## src/rtl/add_and_eq_ops.sv

```systemverilog
// Registered ADD / AND / EQ unit with full-word or half-word operand width.
// One result per accepted operation, one cycle after the sampling edge.
module add_and_eq_ops #(
    parameter int WIDTH = 20,
    parameter int HALF  = 10
) (
    input  logic             clk,
    input  logic             rst_n,
    input  logic             in_valid,
    input  logic [1:0]       op,
    input  logic             mode,
    input  logic [WIDTH-1:0] a,
    input  logic [WIDTH-1:0] b,
    output logic             out_valid,
    output logic [WIDTH-1:0] c,
    output logic             zero
);

    localparam logic [1:0] OP_ADD = 2'b00;
    localparam logic [1:0] OP_AND = 2'b01;
    localparam logic [1:0] OP_EQ  = 2'b10;

    logic [WIDTH-1:0] mask;
    logic [WIDTH-1:0] am;
    logic [WIDTH-1:0] bm;
    logic [WIDTH-1:0] res;
    logic             res_zero;
    logic             take;

    // Masking both operands and the sum drops every bit above the active width,
    // which also discards the carry-out.
    always_comb begin
        mask     = mode ? {WIDTH{1'b1}}
                        : {{(WIDTH-HALF){1'b0}}, {HALF{1'b1}}};
        am       = a & mask;
        bm       = b & mask;
        res      = '0;
        res_zero = 1'b0;
        case (op)
            OP_ADD: begin
                res      = (am + bm) & mask;
                res_zero = (res == '0);
            end
            OP_AND: begin
                res      = am & bm;
                res_zero = (res == '0);
            end
            OP_EQ: begin
                res      = '0;
                res_zero = (am == bm);
            end
            default: begin
                res      = '0;
                res_zero = 1'b0;
            end
        endcase
    end

    assign take = in_valid && (op != 2'b11);

    always_ff @(posedge clk or negedge rst_n) begin
        if (!rst_n) begin
            out_valid <= 1'b0;
            c         <= '0;
            zero      <= 1'b0;
        end else begin
            out_valid <= take;
            if (take) begin
                c    <= res;
                zero <= res_zero;
            end
        end
    end

endmodule

```

## config.mk

```make
export PLATFORM = sky130hd
export DESIGN_NAME = add_and_eq_ops
export DESIGN_NICKNAME = d
export VERILOG_FILES = /design/src/rtl/add_and_eq_ops.sv
export SDC_FILE = /design/constraint.sdc
export NUM_CORES = 1
export LEC_CHECK = 0
export ABC_AREA = 1
export CORE_MARGIN = 1.5
export CORE_UTILIZATION = 44
export DETAILED_ROUTE_END_ITERATION = 7
export PLACE_DENSITY = 0.75
export REMOVE_ABC_BUFFERS = 1
export SETUP_SLACK_MARGIN = 0.1
export SKIP_CTS_REPAIR_TIMING = 1
export SYNTH_ARGS = -nofsm -noshare
export SYNTH_HDL_FRONTEND = slang
export SYNTH_SLANG_ARGS = --single-unit
```

## constraint.sdc

```tcl
create_clock -name clk -period 0.8 [get_ports clk]
set_clock_uncertainty 0.2 [all_clocks]
set_input_delay 0.08 -clock clk [delete_from_list [all_inputs] [get_ports clk]]
set_output_delay 0.08 -clock clk [all_outputs]
set_load 0.05 [all_outputs]
```

==> flow_metrics.py, run 1 <==
metrics = {
    "status": {
        "status": "did not finish",
        "error_line": "[ERROR DPL-0038] Utilization greater than 100%, impossible to legalize",
        "lastStage": "global routing",
    },
    "floorplan": {
        "rows": 28,
        "die_h_um": 81.9,
        "ios": 68,
        "die_w_um": 81.9,
        "start_util_pct": 46.0,
    },
    "yosys": {
        "synth_edf_count": 0,
        "synth_top_area_share_pct": 20.1,
        "syn_inst": 467,
        "ys_seq_area_share_pct": 20.1,
        "syn_area_um2": 2740,
        "yosysMostFrequentCell": "nand2_1",
        "ys_seq_elements": 22,
        "yosys_warnings": 0,
        "synth_cell_types": 28,
        "avgSynthCellArea_um2": 5.86,
        "synth_flop_cell": "dfrtp_1",
        "yosysTopAreaCell": "dfrtp_1",
        "yosys-top-cells-count": "nand2_1 (139), inv_1 (77), nor2_1 (44), nand3_1 (36), a21oi_1 (34)",
        "synth_area_leaders": "dfrtp_1 (20%), nand2_1 (19%), inv_1 (11%)",
        "synthArstFlopShare_pct": 100,
    },
    "sta": {
        "crit_endpoint": "zero$_DFFE_PN0P_/D",
        "worstEpCategory": "register data pin",
    },
    "global_routing": {
        "grt_max_degree": 24,
    },
    "placed_design": {
        "hpwl_um": 8130,
        "numPortBuffers": 67,
        "gp_congestion": 0.935,
    },
    "clock_tree": {
        "max-clock-path-buffers": 2,
        "cts_sinks": 22,
        "cts_inserted_buffers": 3,
        "cts_root_buffer": "clkbuf_8",
        "ctsHtreeMaxLevel": 1,
    },
}
-- logic make-up after synthesis --
logic type	after synthesis	synth area share, %
compound gates	58	12.5
xor+xnor	4	1.83
fa+ha+maj	21	9.60
buf+inv	95	13.0
flops	22	20.1
simple gates	267	43.0
-- metrics by stage --
step                      instances  util (%)  worst slack, ns  cell area [µm²]  hold slack [ns]
after CTS                       687      73.6            -1.61             4380          -0.0226
after detailed placement        684      72.9            -1.87             4340            0.245
after global placement          684      72.9            -1.85             4340            0.244
after floorplan                 459         -           -0.954             2710           -0.416
==> run 2, diff against run 1 <==
--- a/config.mk
+++ b/config.mk
@@ -7,11 +7,10 @@
 export LEC_CHECK = 0
 export ABC_AREA = 1
 export CORE_MARGIN = 1.5
-export CORE_UTILIZATION = 44
+export CORE_UTILIZATION = 29
 export DETAILED_ROUTE_END_ITERATION = 7
-export PLACE_DENSITY = 0.75
+export PLACE_DENSITY_LB_ADDON = 0.15
 export REMOVE_ABC_BUFFERS = 1
-export SETUP_SLACK_MARGIN = 0.1
 export SKIP_CTS_REPAIR_TIMING = 1
 export SYNTH_ARGS = -nofsm -noshare
 export SYNTH_HDL_FRONTEND = slang
==> constraint.sdc (replaced) <==
create_clock -name clk -period 1 [get_ports clk]
set_clock_uncertainty 0.2 [all_clocks]
set_input_delay 0.1 -clock clk [delete_from_list [all_inputs] [get_ports clk]]
set_output_delay 0.1 -clock clk [all_outputs]
set_load 0.05 [all_outputs]
==> run 2 against run 1 <==
  * The flow now finishes, with violations (negative hold slack, negative setup slack)
  * Synthesized area unchanged
  * Synthesized cell count unchanged
==> flow_metrics.py, run 2 <==
metrics = {
    "placed_design": {
        "hpwl_um": 8100,
        "dp_cells": 725,
        "gp_congestion": 0.944,
        "preCtsSetupSlack_ns": -1.64,
        "numPortBuffers": 67,
    },
    "sta": {
        "fmax_ghz": 0.537,
        "setup_viol": 43,
        "timing.hold.ws_ns": -0.0226,
        "period_share_pct": 186,
        "hold_viol": 22,
        "worst_pin_slew_ns": 0.310,
        "slew_violations": 0,
        "worst_slack_ns": -0.863,
        "fin_crit_ns": 1.86,
        "maxSlewHeadroom_pct": 79.1,
        "rsz0062_at_grt": "yes",
    },
    "global_routing": {
        "grt_pass1_vias": 3372,
        "overflow": 0,
        "grt_max_degree": 23,
        "grt_usage_pct": 19.8,
        "grt_pass1_wl_um": 16000,
        "grt_antenna_before_repair": 0,
    },
    "cells_and_area": {
        "final_common_cell": "buf_4",
        "top_register": "c",
        "mostFrequentLayoutCells": "buf_4 (109), nand2_1 (57), nand2_2 (51), nand2_4 (43), inv_1 (39)",
        "final_cells": 770,
        "diodes": 0,
        "area_growth_pct": 120,
        "nNetsFinal": 727,
        "largest_reg_flops": 20,
        "drive_above_1_share_pct": 64.3,
        "top_regs": "c x20, out_valid x1, zero x1",
    },
    "yosys": {
        "yosys_warnings": 0,
        "avgSynthCellArea_um2": 5.86,
        "synth_area_leaders": "dfrtp_1 (20%), nand2_1 (19%), inv_1 (11%)",
        "synth_flop_cell": "dfrtp_1",
        "yosysTopAreaCell": "dfrtp_1",
        "ys_seq_elements": 22,
        "yosys-top-cells-count": "nand2_1 (139), inv_1 (77), nor2_1 (44), nand3_1 (36), a21oi_1 (34)",
        "syn_area_um2": 2740,
        "ys_seq_area_share_pct": 20.1,
        "synthArstFlopShare_pct": 100,
        "synth_edf_count": 0,
        "yosysMostFrequentCell": "nand2_1",
        "synth_top_area_share_pct": 20.1,
        "syn_inst": 467,
        "synth_cell_types": 28,
    },
    "power": {
        "p_switching_mw": 2.33,
        "internal-power_mw": 3.34,
        "netSwitchingFraction_pct": 41.0,
        "p_clk_share_pct": 14.8,
        "power_frac_seq_pct": 19.6,
        "vdd_drop_max_mv": 0.593,
        "p_leak_nw": 3.18,
        "p_per_area_nw_per_um2": 939,
        "p_comb_share_pct": 65.6,
    },
    "setup_path": {
        "cp-startpoint": "mode",
        "r2r_end": "c[16]$_DFFE_PN0P_",
        "reg2regPathDepth": 2,
        "endpoint": "zero$_DFFE_PN0P_",
        "arrival_ns": 1.86,
        "required_ns": 1.00,
        "path_class": "input port to flop",
        "rrSetupSlack_ns": -0.06,
        "r2r-start": "c[16]$_DFFE_PN0P_",
        "end_kind": "flop",
        "worstSetupStartpointType": "input port",
        "cp_max_fo": 11,
    },
    "status": {
        "status": "complete, but fails checks",
        "violations": "negative hold slack, negative setup slack",
    },
    "clock_tree": {
        "cts_sinks": 22,
        "cts_inserted_buffers": 3,
        "tritoncts": "built",
        "cts_root_buffer": "clkbuf_8",
        "clock_latency_ns": 0.26,
        "ctsHtreeMaxLevel": 1,
        "max-clock-path-buffers": 2,
        "path_clk_slew_ns": 0.08,
    },
    "floorplan": {
        "start_util_pct": 29.8,
        "rows": 35,
        "die_h_um": 100,
        "core_area_um2": 9200,
        "die_area_um2": 10000,
        "die_w_um": 100,
        "ios": 68,
    },
    "route": {
        "routed_via_density": 4.90,
        "vias": 3771,
        "drt_wl_total_um": 11500,
        "firstDrtPassIters": 4,
        "ant_nets": 0,
        "drtIter0Drc": 131,
        "wl_per_cell_um": 14.9,
        "drc_errors": 0,
    },
    "run": {
        "maxCapViolations": 0,
    },
    "min_path": {
        "hp-class": "input port to asynchronous set/reset pin",
    },
}
-- run 2: cell counts after synthesis --
Identical to the previous run, type by type.
-- run 2: cell type report --
cell class              count  area (µm²)
fillers                   777        3160
clock buffers               3        41.3
repair buffers            196        1990
multi-input cells         350        2930
clock inverters             1        30.0
flip-flops and latches     22         551
well taps                 111         139
inverters                  87         353
-- run 2: stage by stage --
step	total power [mW]	instance area, µm²	hold slack (ns)	utilization, %	TNS (ns)
floorplan	2.34	2710	-0.396	-	-10.92
finish	5.67	6040	-0.0226	65.6	-14.33
detailed placement	3.75	4410	0.267	48.0	-27.21
CTS	4.59	4480	-0.0160	48.7	-24.53
global placement	3.73	4410	0.269	48.0	-26.56
global route	5.95	6040	-0.0179	65.6	-16.35
-- run 2: logic make-up after synthesis --
logic type,Yosys count,share of synthesized area [%]
simple gates,267,43.0
buf+inv,95,13.0
compound gates,58,12.5
flops,22,20.1
fa+ha+maj,21,9.60
xor+xnor,4,1.83
-- run 2: worst min path at each step --
stage	endpoint	slack, ns	cells after the start
after floorplan	c[0]$_DFFE_PN0P_	-0.40	0
after global placement	c[1]$_DFFE_PN0P_	0.27	2
after detailed placement	c[0]$_DFFE_PN0P_	0.27	2
after CTS	c[0]$_DFFE_PN0P_	-0.02	2
after global routing	c[0]$_DFFE_PN0P_	-0.02	2
final	c[0]$_DFFE_PN0P_	-0.02	2
-- run 2: per-layer routing --
metal / vias up / global-route usage [%] / wire, µm
met5: - / 0 / 0
met3: 24 / 1.32 / 430
li1: 1871 / - / -
met2: 89 / 32.2 / 5750
met4: 0 / 5.53 / 297
met1: 1787 / 28.4 / 5010
-- run 2: worst max-delay path, stage by stage --
cell	delay, ns
buf_8	0.10
buf_4	0.16
nand2_1	0.09
inv_2	0.05
ha_4	0.32
nand2_4	0.09
nor2_4	0.11
inv_2	0.05
nor2_4	0.11
nand2_1	0.09
nand3_2	0.09
nand2_2	0.06
nand3_2	0.09
nand3_2	0.08
nor2_2	0.10
nand2_1	0.07
a21oi_2	0.12
-- run 2: power by group through the flow --
stage               Combinational (mW)  Sequential [mW]  Clock [mW]
global route                      3.93             1.13       0.892
detailed placement                2.61             1.14           0
global placement                  2.60             1.13           0
floorplan                        0.893             1.45           0
CTS                               2.62             1.12       0.851
finish                            3.72             1.11       0.839
No activity file was read; power rests on OpenSTA's default activity.
==> run 3, diff against run 2 <==
--- a/config.mk
+++ b/config.mk
@@ -10,6 +10,7 @@
 export CORE_UTILIZATION = 29
 export DETAILED_ROUTE_END_ITERATION = 7
 export PLACE_DENSITY_LB_ADDON = 0.15
+export RECOVER_POWER = 25
 export REMOVE_ABC_BUFFERS = 1
 export SKIP_CTS_REPAIR_TIMING = 1
 export SYNTH_ARGS = -nofsm -noshare
==> run 3 against run 2 <==
  * The flow finishes with violations (negative setup slack)
  * Via count did not move
  * Critical path depth did not move
  * Worst hold slack improved by 0.10 ns
  * Count of clock-buffer cells in the layout did not move
  * Sequential share of layout area barely moved
  * Utilization fell by 0.16 points
  * Critical endpoint unchanged
  * Largest cell class unchanged
==> flow_metrics.py, run 3 (synthesis results as in run 2) <==
metrics = {
    "route": {
        "drc_errors": 0,
        "vias": 3771,
        "wl_per_cell_um": 14.9,
        "drt_wl_total_um": 11500,
        "drtIter0Drc": 131,
        "ant_nets": 0,
        "routed_via_density": 4.90,
        "firstDrtPassIters": 4,
    },
    "placed_design": {
        "numPortBuffers": 67,
        "preCtsSetupSlack_ns": -1.64,
        "hpwl_um": 8100,
        "gp_congestion": 0.944,
    },
    "clock_tree": {
        "cts_sinks": 22,
        "path_clk_slew_ns": 0.08,
        "tritoncts": "built",
        "ctsHtreeMaxLevel": 1,
        "cts_inserted_buffers": 3,
        "max-clock-path-buffers": 2,
        "cts_root_buffer": "clkbuf_8",
        "clock_latency_ns": 0.26,
    },
    "cells_and_area": {
        "drive_above_1_share_pct": 64.3,
        "final_util_pct": 65.5,
        "nFillCells": 779,
        "diodes": 0,
        "area_growth_pct": 120,
        "final_common_cell": "buf_4",
        "nNetsFinal": 727,
        "top_register": "c",
        "top_regs": "c x20, out_valid x1, zero x1",
        "mostFrequentLayoutCells": "buf_4 (109), nand2_1 (57), nand2_2 (51), nand2_4 (43), inv_1 (39)",
        "largest_reg_flops": 20,
    },
    "power": {
        "vdd_drop_max_mv": 0.593,
        "p_leak_nw": 3.18,
        "p_per_area_nw_per_um2": 940,
    },
    "status": {
        "status": "complete, but fails checks",
        "violations": "negative setup slack",
    },
    "sta": {
        "rsz0062_at_grt": "yes",
        "worst_slack_ns": -0.863,
        "slew_violations": 0,
        "fin_crit_ns": 1.86,
        "maxSlewHeadroom_pct": 62.5,
        "worst_pin_slew_ns": 0.563,
        "setup_viol": 43,
        "fmax_ghz": 0.537,
        "hold_viol": 0,
        "period_share_pct": 186,
    },
    "floorplan": {
        "rows": 35,
        "start_util_pct": 29.8,
        "ios": 68,
        "die_h_um": 100,
        "core_area_um2": 9200,
        "die_area_um2": 10000,
        "die_w_um": 100,
    },
    "setup_path": {
        "worstSetupStartpointType": "input port",
        "arrival_ns": 1.86,
        "path_class": "input port to flop",
        "cp_max_fo": 11,
        "required_ns": 1.00,
        "end_kind": "flop",
    },
    "global_routing": {
        "grt_pass1_vias": 3372,
        "grt_antenna_before_repair": 0,
        "overflow": 0,
        "grt_pass1_wl_um": 16000,
        "grt_max_degree": 23,
        "grt_usage_pct": 19.8,
    },
    "min_path": {
        "hp-class": "input port to asynchronous set/reset pin",
    },
    "run": {
        "maxCapViolations": 0,
    },
}
run 3: worst paths after layout:
kind | from | to | slack, ns | cells after the start
max | mode | zero$_DFFE_PN0P_ | -0.86 | 17
max in group asynchronous | rst_n | c[15]$_DFFE_PN0P_ | 0.15 | 2
min in group clk | op[1] | c[8]$_DFFE_PN0P_ | 0.10 | 5
max reg2reg | c[16]$_DFFE_PN0P_ | c[16]$_DFFE_PN0P_ | -0.06 | 2
min | rst_n | c[0]$_DFFE_PN0P_ | 0.08 | 2
min reg2reg | c[11]$_DFFE_PN0P_ | c[11]$_DFFE_PN0P_ | 0.38 | 1
run 3: layer usage:
layer	GRT usage, %	routed length [µm]
met1	28.4	5010
met2	32.2	5750
met3	1.32	430
met4	5.53	297
met5	0	0
run 3: area by class of cell:
cell class / count / area, µm² / share of cell area [%]
inverter: 87 / 353 / 5.86
clock inverter: 1 / 30.0 / 0.499
clock buffer: 3 / 41.3 / 0.686
timing repair buffer: 196 / 1970 / 32.8
multi-input combinational: 350 / 2930 / 48.7
tap: 111 / 139 / 2.31
sequential: 22 / 551 / 9.14
run 3: through the flow:
step	total power, mW	setup TNS [ns]	hold WS, ns	std cells	cell area, µm²
floorplan	2.34	-10.92	-0.396	459	2710
global placement	3.73	-26.56	0.269	725	4410
detailed placement	3.75	-27.21	0.267	725	4410
CTS	4.59	-24.53	-0.0160	729	4480
global route	5.94	-16.35	0.125	770	6020
finish	5.66	-14.33	0.0817	770	6020
run 3: critical path: stages:
cell and delay [ns]:
buf_8 0.10, buf_4 0.16, nand2_1 0.09, inv_2 0.05, ha_4 0.32, nand2_4 0.09, nor2_4 0.11, inv_2 0.05
nor2_4 0.11, nand2_1 0.09, nand3_2 0.09, nand2_2 0.06, nand3_2 0.09, nand3_2 0.08, nor2_2 0.10, nand2_1 0.07
a21oi_2 0.12
run 3: where the power goes:
| group | leakage [nW] | switching (mW) | internal (mW) | total, mW |
|---|---|---|---|---|
| sequential | 0.268 | 0.117 | 0.996 | 1.11 |
| combinational | 2.87 | 1.90 | 1.80 | 3.71 |
| clock | 0.0357 | 0.305 | 0.535 | 0.839 |
| total | 3.18 | 2.32 | 3.34 | 5.66 |
